--- src/rtl/load_pkg.sv ---
// Shared encodings for the RV32I load unit: funct3 codes and FSM states.
// Consumers: mem_load_unit, load_extract.
package load_pkg;

    localparam logic [2:0] F3_LB  = 3'b000;
    localparam logic [2:0] F3_LH  = 3'b001;
    localparam logic [2:0] F3_LW  = 3'b010;
    localparam logic [2:0] F3_LBU = 3'b100;
    localparam logic [2:0] F3_LHU = 3'b101;

    typedef enum logic [1:0] {
        ST_IDLE = 2'd0,
        ST_REQ  = 2'd1,
        ST_RESP = 2'd2
    } state_t;

    function automatic logic f3_legal(input logic [2:0] f3);
        return (f3 == F3_LB) || (f3 == F3_LH) || (f3 == F3_LW) ||
               (f3 == F3_LBU) || (f3 == F3_LHU);
    endfunction

endpackage

--- src/rtl/load_extract.sv ---
// Combinational lane select and sign/zero extension of a little-endian memory word.
module load_extract
    import load_pkg::*;
(
    input  logic [31:0] word,
    input  logic [1:0]  off,
    input  logic [2:0]  funct3,
    output logic [31:0] data32,
    output logic [7:0]  byte8
);

    logic signed [7:0]  lane_b;
    logic signed [15:0] lane_h;

    assign lane_b = word[8*off +: 8];
    // Halfword lane uses off[1] only; off[0] is dropped when misaligned loads are not trapped.
    assign lane_h = word[16*off[1] +: 16];
    assign byte8  = lane_b;

    always_comb begin
        data32 = word;
        case (funct3)
            F3_LB:   data32 = {{24{lane_b[7]}}, lane_b};
            F3_LBU:  data32 = {24'd0, lane_b};
            F3_LH:   data32 = {{16{lane_h[15]}}, lane_h};
            F3_LHU:  data32 = {16'd0, lane_h};
            default: data32 = word;
        endcase
    end

endmodule

--- src/rtl/mem_load_unit.sv ---
// Multi-cycle RV32I load unit: one request at a time, word read, lane extract, timeout error.
// Optional macro MISALIGN_TRAP_EN turns misaligned LH/LHU/LW into error responses.
module mem_load_unit
    import load_pkg::*;
#(
    parameter int TIMEOUT_CYCLES = 255,
    parameter int TMO_W          = 8
)
(
    input  logic        clk,
    input  logic        rst_n,
    input  logic        req_valid,
    output logic        req_ready,
    input  logic [31:0] req_addr,
    input  logic [2:0]  req_funct3,
    input  logic [4:0]  req_rd,
    output logic        mem_rd_en,
    output logic [31:0] mem_addr,
    input  logic        mem_ack,
    input  logic [31:0] mem_rdata,
    output logic        rsp_valid,
    input  logic        rsp_ready,
    output logic [31:0] rsp_data,
    output logic [7:0]  rsp_byte,
    output logic [4:0]  rsp_rd,
    output logic        rsp_err
);

    state_t           state, state_nx;
    logic [TMO_W-1:0] tmo_cnt;
    logic [1:0]       off_q;
    logic [2:0]       f3_q;
    logic [31:0]      ext_data;
    logic [7:0]       ext_byte;
    logic             accept;
    logic             misalign;
    logic             bad_req;
    logic             tmo_hit;

    assign req_ready = (state == ST_IDLE);
    assign rsp_valid = (state == ST_RESP);
    assign accept    = req_valid && req_ready;

`ifdef MISALIGN_TRAP_EN
    assign misalign = (((req_funct3 == F3_LH) || (req_funct3 == F3_LHU)) && req_addr[0]) ||
                      ((req_funct3 == F3_LW) && (req_addr[1:0] != 2'b00));
`else
    assign misalign = 1'b0;
`endif

    assign bad_req = !f3_legal(req_funct3) || misalign;
    // Fires on the last of TIMEOUT_CYCLES strobe cycles; zero disables the timeout entirely.
    assign tmo_hit = (TIMEOUT_CYCLES != 0) && (tmo_cnt == TMO_W'(TIMEOUT_CYCLES - 1));

    load_extract u_extract (
        .word   (mem_rdata),
        .off    (off_q),
        .funct3 (f3_q),
        .data32 (ext_data),
        .byte8  (ext_byte)
    );

    always_comb begin
        state_nx = state;
        case (state)
            ST_IDLE: if (accept) state_nx = bad_req ? ST_RESP : ST_REQ;
            ST_REQ:  if (mem_ack || tmo_hit) state_nx = ST_RESP;
            ST_RESP: if (rsp_ready) state_nx = ST_IDLE;
            default: state_nx = ST_IDLE;
        endcase
    end

    always_ff @(posedge clk or negedge rst_n) begin
        if (!rst_n) begin
            state     <= ST_IDLE;
            tmo_cnt   <= '0;
            off_q     <= 2'd0;
            f3_q      <= 3'd0;
            mem_rd_en <= 1'b0;
            mem_addr  <= 32'd0;
            rsp_data  <= 32'd0;
            rsp_byte  <= 8'd0;
            rsp_rd    <= 5'd0;
            rsp_err   <= 1'b0;
        end else begin
            state <= state_nx;
            case (state)
                ST_IDLE: begin
                    if (accept) begin
                        off_q   <= req_addr[1:0];
                        f3_q    <= req_funct3;
                        rsp_rd  <= req_rd;
                        tmo_cnt <= '0;
                        if (bad_req) begin
                            rsp_err  <= 1'b1;
                            rsp_data <= 32'd0;
                            rsp_byte <= 8'd0;
                        end else begin
                            mem_rd_en <= 1'b1;
                            mem_addr  <= {req_addr[31:2], 2'b00};
                        end
                    end
                end
                ST_REQ: begin
                    // An ack in the same cycle as the timeout still wins.
                    if (mem_ack) begin
                        mem_rd_en <= 1'b0;
                        rsp_data  <= ext_data;
                        rsp_byte  <= ext_byte;
                        rsp_err   <= 1'b0;
                    end else if (tmo_hit) begin
                        mem_rd_en <= 1'b0;
                        rsp_data  <= 32'd0;
                        rsp_byte  <= 8'd0;
                        rsp_err   <= 1'b1;
                    end else begin
                        tmo_cnt <= tmo_cnt + 1'b1;
                    end
                end
                default: ;
            endcase
        end
    end

endmodule

--- config.mk ---
export PLATFORM = sky130hd
export DESIGN_NAME = mem_load_unit
export DESIGN_NICKNAME = d
export VERILOG_FILES = /design/src/rtl/load_pkg.sv /design/src/rtl/load_extract.sv /design/src/rtl/mem_load_unit.sv
export SDC_FILE = /design/constraint.sdc
export NUM_CORES = 1
export LEC_CHECK = 0
export BUFFER_PORTS_ARGS = -buffer_cell sky130_fd_sc_hd__buf_2
export CAP_MARGIN = 20
export CORE_MARGIN = 2
export CORE_UTILIZATION = 40
export DETAILED_ROUTE_END_ITERATION = 7
export PLACE_DENSITY = 0.73
export SLEW_MARGIN = 10
export SYNTH_ARGS = -nofsm -noshare
export SYNTH_HDL_FRONTEND = slang
export SYNTH_SLANG_ARGS = --single-unit
--- constraint.sdc ---
create_clock -name clk -period 3.75 [get_ports clk]
set_input_delay 0.1875 -clock clk [delete_from_list [all_inputs] [get_ports clk]]
set_output_delay 0.1875 -clock clk [all_outputs]
set_load 0.1 [all_outputs]
Word level (Yosys, flattened, before mapping). Index checks and enable logic that the tools add are counted.

Bits in registers: 92. Input port bits: 77. Output and inout port bits: 81. Word-level logic and storage cells: 77.

$add $sub $neg: 1. Equality and inequality tests: 18. Shift operators: 2. Mux-type cells: 30. Reductions and logical operators: 16.

Operator list (count): 32-bit two-way mux (4); 32-bit case mux with 4 select lines (1); 32-bit case mux with 2 select lines (1); 8-bit two-way mux (7); 8-bit case mux with 2 select lines (2); 32-bit by 6-bit variable part select with 16-bit output (1); 32-bit by 6-bit variable part select with 8-bit output (1); 3-bit equality test (second input constant) (4); 4-bit AND reduction (3); 8-bit by 1-bit adder with 8-bit output (second input constant) (1); 8-bit equality test (second input constant) (1); 1-bit two-way mux (8); 2-bit two-way mux (4); 2-bit inequality test (second input constant) (4); 3-bit by 1-bit equality test with 1-bit output (second input constant) (2); 3-bit logical NOT (2); 2-bit by 1-bit inequality test with 1-bit output (second input constant) (3); 2-bit case mux with 3 select lines (1); 3-bit AND reduction (2); 1-bit logical OR (5); 1-bit case mux with 2 select lines (2); 3-bit by 2-bit equality test with 1-bit output (second input constant) (1); 3-bit inequality test (second input constant) (1); 2-bit by 1-bit equality test with 1-bit output (second input constant) (1); other kinds (5) (5).

Logic depth before layout (Yosys ltp).
Depth in word-level cells: 8. Gate-level depth with buffers: 8. Depth with buffers taken out: 6.

Hierarchy. From an unflattened synthesis, not the netlist that was laid out.

Cell total of the unflattened synthesis: 493. Area total of the unflattened synthesis: 5183.7 um2.

Modules (own cells, without submodules): mem_load_unit (times used 1, cells each 379, area each 4279.1 um2); load_extract (times used 1, cells each 114, area each 904.6 um2).

Least setup slack after synthesis. OpenSTA, ideal clock, no wires.

Kind: register to output. Start point: reg state[0]. End point: out req_ready. Arrival: 1.766 ns. Required time: 3.562 ns. Setup slack: 1.797 ns. Cell stages (with the launch flop): 3. Path buffers: 1. Cell sequence: dfrtp_1 > buf_2 > nor2_1.

Word-level cells in the longest chain between the ends: 1.

Ends and longest elaborated chain: start, declared (RTL line mem_load_unit.sv:29) `state_t state, state_nx;`; start signal, assigned (RTL line mem_load_unit.sv:86) `state <= state_nx;`; 2-bit logical NOT (RTL line mem_load_unit.sv:40) `assign req_ready = (state == ST_IDLE);`; end, declared (RTL line mem_load_unit.sv:13) `output logic req_ready,`.

Every way passes these cells.

Final worst setup path.
Start point: reg off_q[1]. End point: reg rsp_data[15].

Word-level cells in the longest chain between the ends: 4. Elaborated cells between the ends (all ways): 5. Those cells by class: shift: 2; mux: 3.

Ends and longest elaborated chain: start, declared (RTL line mem_load_unit.sv:31) `logic [1:0] off_q;`; start signal, assigned (RTL line mem_load_unit.sv:90) `off_q <= req_addr[1:0];`; 32-bit by 6-bit variable part select with 16-bit output or 32-bit by 6-bit variable part select with 8-bit output (tied branches) (RTL line load_extract.sv:17, load_extract.sv:15); 32-bit case mux with 4 select lines (*) (RTL line load_extract.sv:22) `case (funct3)`; 32-bit two-way mux (*) (RTL line mem_load_unit.sv:106) `if (mem_ack) begin`; 32-bit case mux with 2 select lines (*) (RTL line mem_load_unit.sv:87) `case (state)`; end signal, assigned (RTL line mem_load_unit.sv:108) `rsp_data <= ext_data;`; end, declared (RTL line mem_load_unit.sv:23) `output logic [31:0] rsp_data,`.

Every way passes the cells marked *; elsewhere a longest branch is shown, timed or not. A chain may end at the register's enable or synchronous reset.

==> results.md <==
* Period utilization at 64.0%
* GPL Wtd Cong at ~0.85
* Clk buf depth at 2
* Die Y at about 110 um
* Mapped cell area at between 4000 and 5000 um2
* Sequential area share after synthesis at roughly 54%
* Total CTS buffers at 9
* Setup violators final at 0
* GRT overflow at 0
* Row count at 37
* Reg2reg start: off_q[1]
* Vias in the first global route at 3460
* Startpoint Class: flip-flop
* Fillers at 932
* Most used DFF post-synth: dfrtp_1
* Hold Crit Class: in -> reg
* Crit path max fanout at 28
* Crit path capture type: flip-flop
* Area growth syn-to-layout at 25.3%
* Post-synth EDFFs at 0
* Tot GR Track Use at about 20%
* Ys Warns at 0
* DIE AREA at roughly 12000 um2
* Placed Instances at between 600 and 700
* Synth cell types at 47
* Required @ worst endpoint at 4.00 ns
* FF+latch count, synth at ~90
* FMAX at approximately 420 MHz
* WL final at ~11 mm
* Clock transition at the registers of the reported paths at about 0.09 ns
* Final cell count without fillers at 640
* Share of cells above drive strength 1 at between 30% and 40%
* Pre-Repair DR Iteration Count at 4
* Post-synth ARST share at between 90% and 100%
* Placed cell area at roughly 5100 um2
* Final-stage net count at approximately 580
* DR DRC count at 0
* R2r setup slk at roughly 1.3 ns
* Hold WS at 0.0230 ns
* Chip Width at approximately 110 um
* Clk_skew at between 0.007 and 0.008 ns
* Initial antenna violation count at 3
* Slew margin rel. at between 20% and 30%
* Gate Count Post-Synth at between 300 and 400
* First-pass GRT wire length at between 15 and 20 mm
* Initial DRC Count at around 170
* Wire per inst at 17.2 um
* Routed vias/inst at between 5 and 6
* Worst slew pin tran at 1.09 ns
* Setup crit end: rsp_data[15]
* Avg Cell Area, Syn at 12.0 um2
* Vias at around 3600
* Dpl hpwl at around 8.0 mm
* CTS tree: done
* Final setup TNS at 0 ns
* Reg2reg end: rsp_data[15]
* Worst path arrival time at 2.65 ns
* CTS root buffer: clkbuf_8
* CTS H-tree lvls at 3
* Core ar. at 10400 um2
* Number of post-CTS setup repair buffers at 0
* Crit path from: off_q[1]
* Reg2Reg Depth at 4
* Clock sink total at 92
* Crit Path Class: reg -> reg
* Largest net degree at the start of global routing at 67
* Io pins at 158
* Shortest period the worst path allows at 2.40 ns
* Max-slew violations at 0
* Maxcap violations at 0
* RSZ-0062 raised after global routing: no
* Final hold vios at 0
* Antenna-violating nets left at 0
* Fin area at 5370 um2
* PortBufs at 155
* Outcome: complete, no violations
* Starting density of the core at between 40% and 50%
* Clk_lat worst skew at about 0.35 ns
[stage by stage]
| step | worst slack (ns) | util, % |
|---|---|---|
| 2_1_floorplan | 1.80 | - |
| 4_1_cts | 1.35 | 51.6 |
| 5_1_grt | 1.15 | 51.7 |
| 3_5_place_dp | 1.37 | 49.2 |
| 3_3_place_gp | 1.43 | 49.2 |
| 6_report | 1.35 | 51.7 |
[routing by layer]
layer	GRT usage (%)	vias to the layer above	wire length (um)
met1	26.4	1734	4660
li1	-	1615	-
met4	6.87	4	258
met2	30.9	191	5080
met3	5.45	26	1020
met5	0	-	23
[Yosys cell counts, drive strengths merged (2+ instances only)]
| cell | instances | area [um2] |
|---|---|---|
| ha | 2 | 25.0 |
| nand3 | 10 | 50.1 |
| nand2 | 32 | 120 |
| a21o | 2 | 15.0 |
| inv | 16 | 60.1 |
| nor2 | 5 | 18.8 |
| mux2i | 2 | 20.0 |
| a21oi | 5 | 28.8 |
| mux4 | 8 | 180 |
| a21boi | 7 | 52.6 |
| dfrtp | 92 | 2300 |
| buf | 20 | 114 |
| a31oi | 3 | 25.0 |
| o2bb2ai | 15 | 131 |
| and3 | 4 | 25.0 |
| o31ai | 2 | 15.0 |
| o21ai | 17 | 85.1 |
| o22ai | 9 | 56.3 |
| mux2 | 38 | 428 |
| or3 | 3 | 18.8 |
| a221o | 24 | 240 |
| clkbuf | 10 | 37.5 |
| nor3 | 8 | 40.0 |
| a22o | 8 | 70.1 |
[sequential cells by signal, summed over array words and instances (netlist names)]
register / flops
rsp_rd: 5
mem_addr: 30
state: 2
tmo_cnt: 8
f3_q: 3
mem_rd_en: 1
rsp_byte: 8
off_q: 2
rsp_err: 1
rsp_data: 32
[how the worst min path moves through the flow]
| stage | startpoint | endpoint | slack (ns) | cells after the start |
|---|---|---|---|---|
| global route | req_rd[2] | rsp_rd[2] | 0.01 | 3 |
| global placement | rst_n | rsp_err | 0.33 | 1 |
| CTS | rsp_ready | state[1] | 0.003 | 2 |
| floorplan | rst_n | f3_q[0] | -0.11 | 0 |
| finish | req_rd[4] | rsp_rd[4] | 0.02 | 3 |
| detailed placement | rst_n | rsp_err | 0.35 | 1 |
[critical path, stage by stage, from the launching register on]
cell      delay (ns)
dfrtp_1         0.99
mux4_2          0.65
a21oi_2         0.33
a221oi_1        0.13
a21o_1          0.19
[cell type report]
cell class | count | area, um2 | area share [%]
antenna | 1 | 2.50 | 0.0466
sequential | 92 | 2300 | 42.9
clock buffer | 11 | 141 | 2.64
multi-input combinational | 220 | 1770 | 33.0
clock inverter | 4 | 97.6 | 1.82
inverter | 16 | 60.1 | 1.12
timing repair buffer | 160 | 821 | 15.3
tap | 136 | 170 | 3.17
[placed cells by master, fill, tap and decap left out, types with 10 or more instances in the layout]
cell,instances
a221o_1,24
buf_2,154
clkbuf_8,10
dfrtp_1,92
inv_1,15
mux2_1,29
nand2_1,32
nand3_1,10
o21ai_0,14
o2bb2ai_1,15
[cells by family after synthesis]
| family | share of synthesized area [%] |
|---|---|
| xor gates and xnor gates | 0.205 |
| DFF | 53.8 |
| muxes | 14.7 |
| and+or+nand+nor | 8.04 |
| buffers and inverters | 4.94 |
| other | 0.0876 |
| adders and majority gates | 0.585 |
| AOI/OAI and AO/OA | 17.7 |
[timing repair]
action | in CTS | in global routing
hold endpoints to repair | 65 | 1
hold buffers | 1 | 1
gates resized for setup | 0 | 0
Power is left out: the tool's default activity adds up to more than one toggle a clock period on the data nets, which glitch-free logic cannot reach.
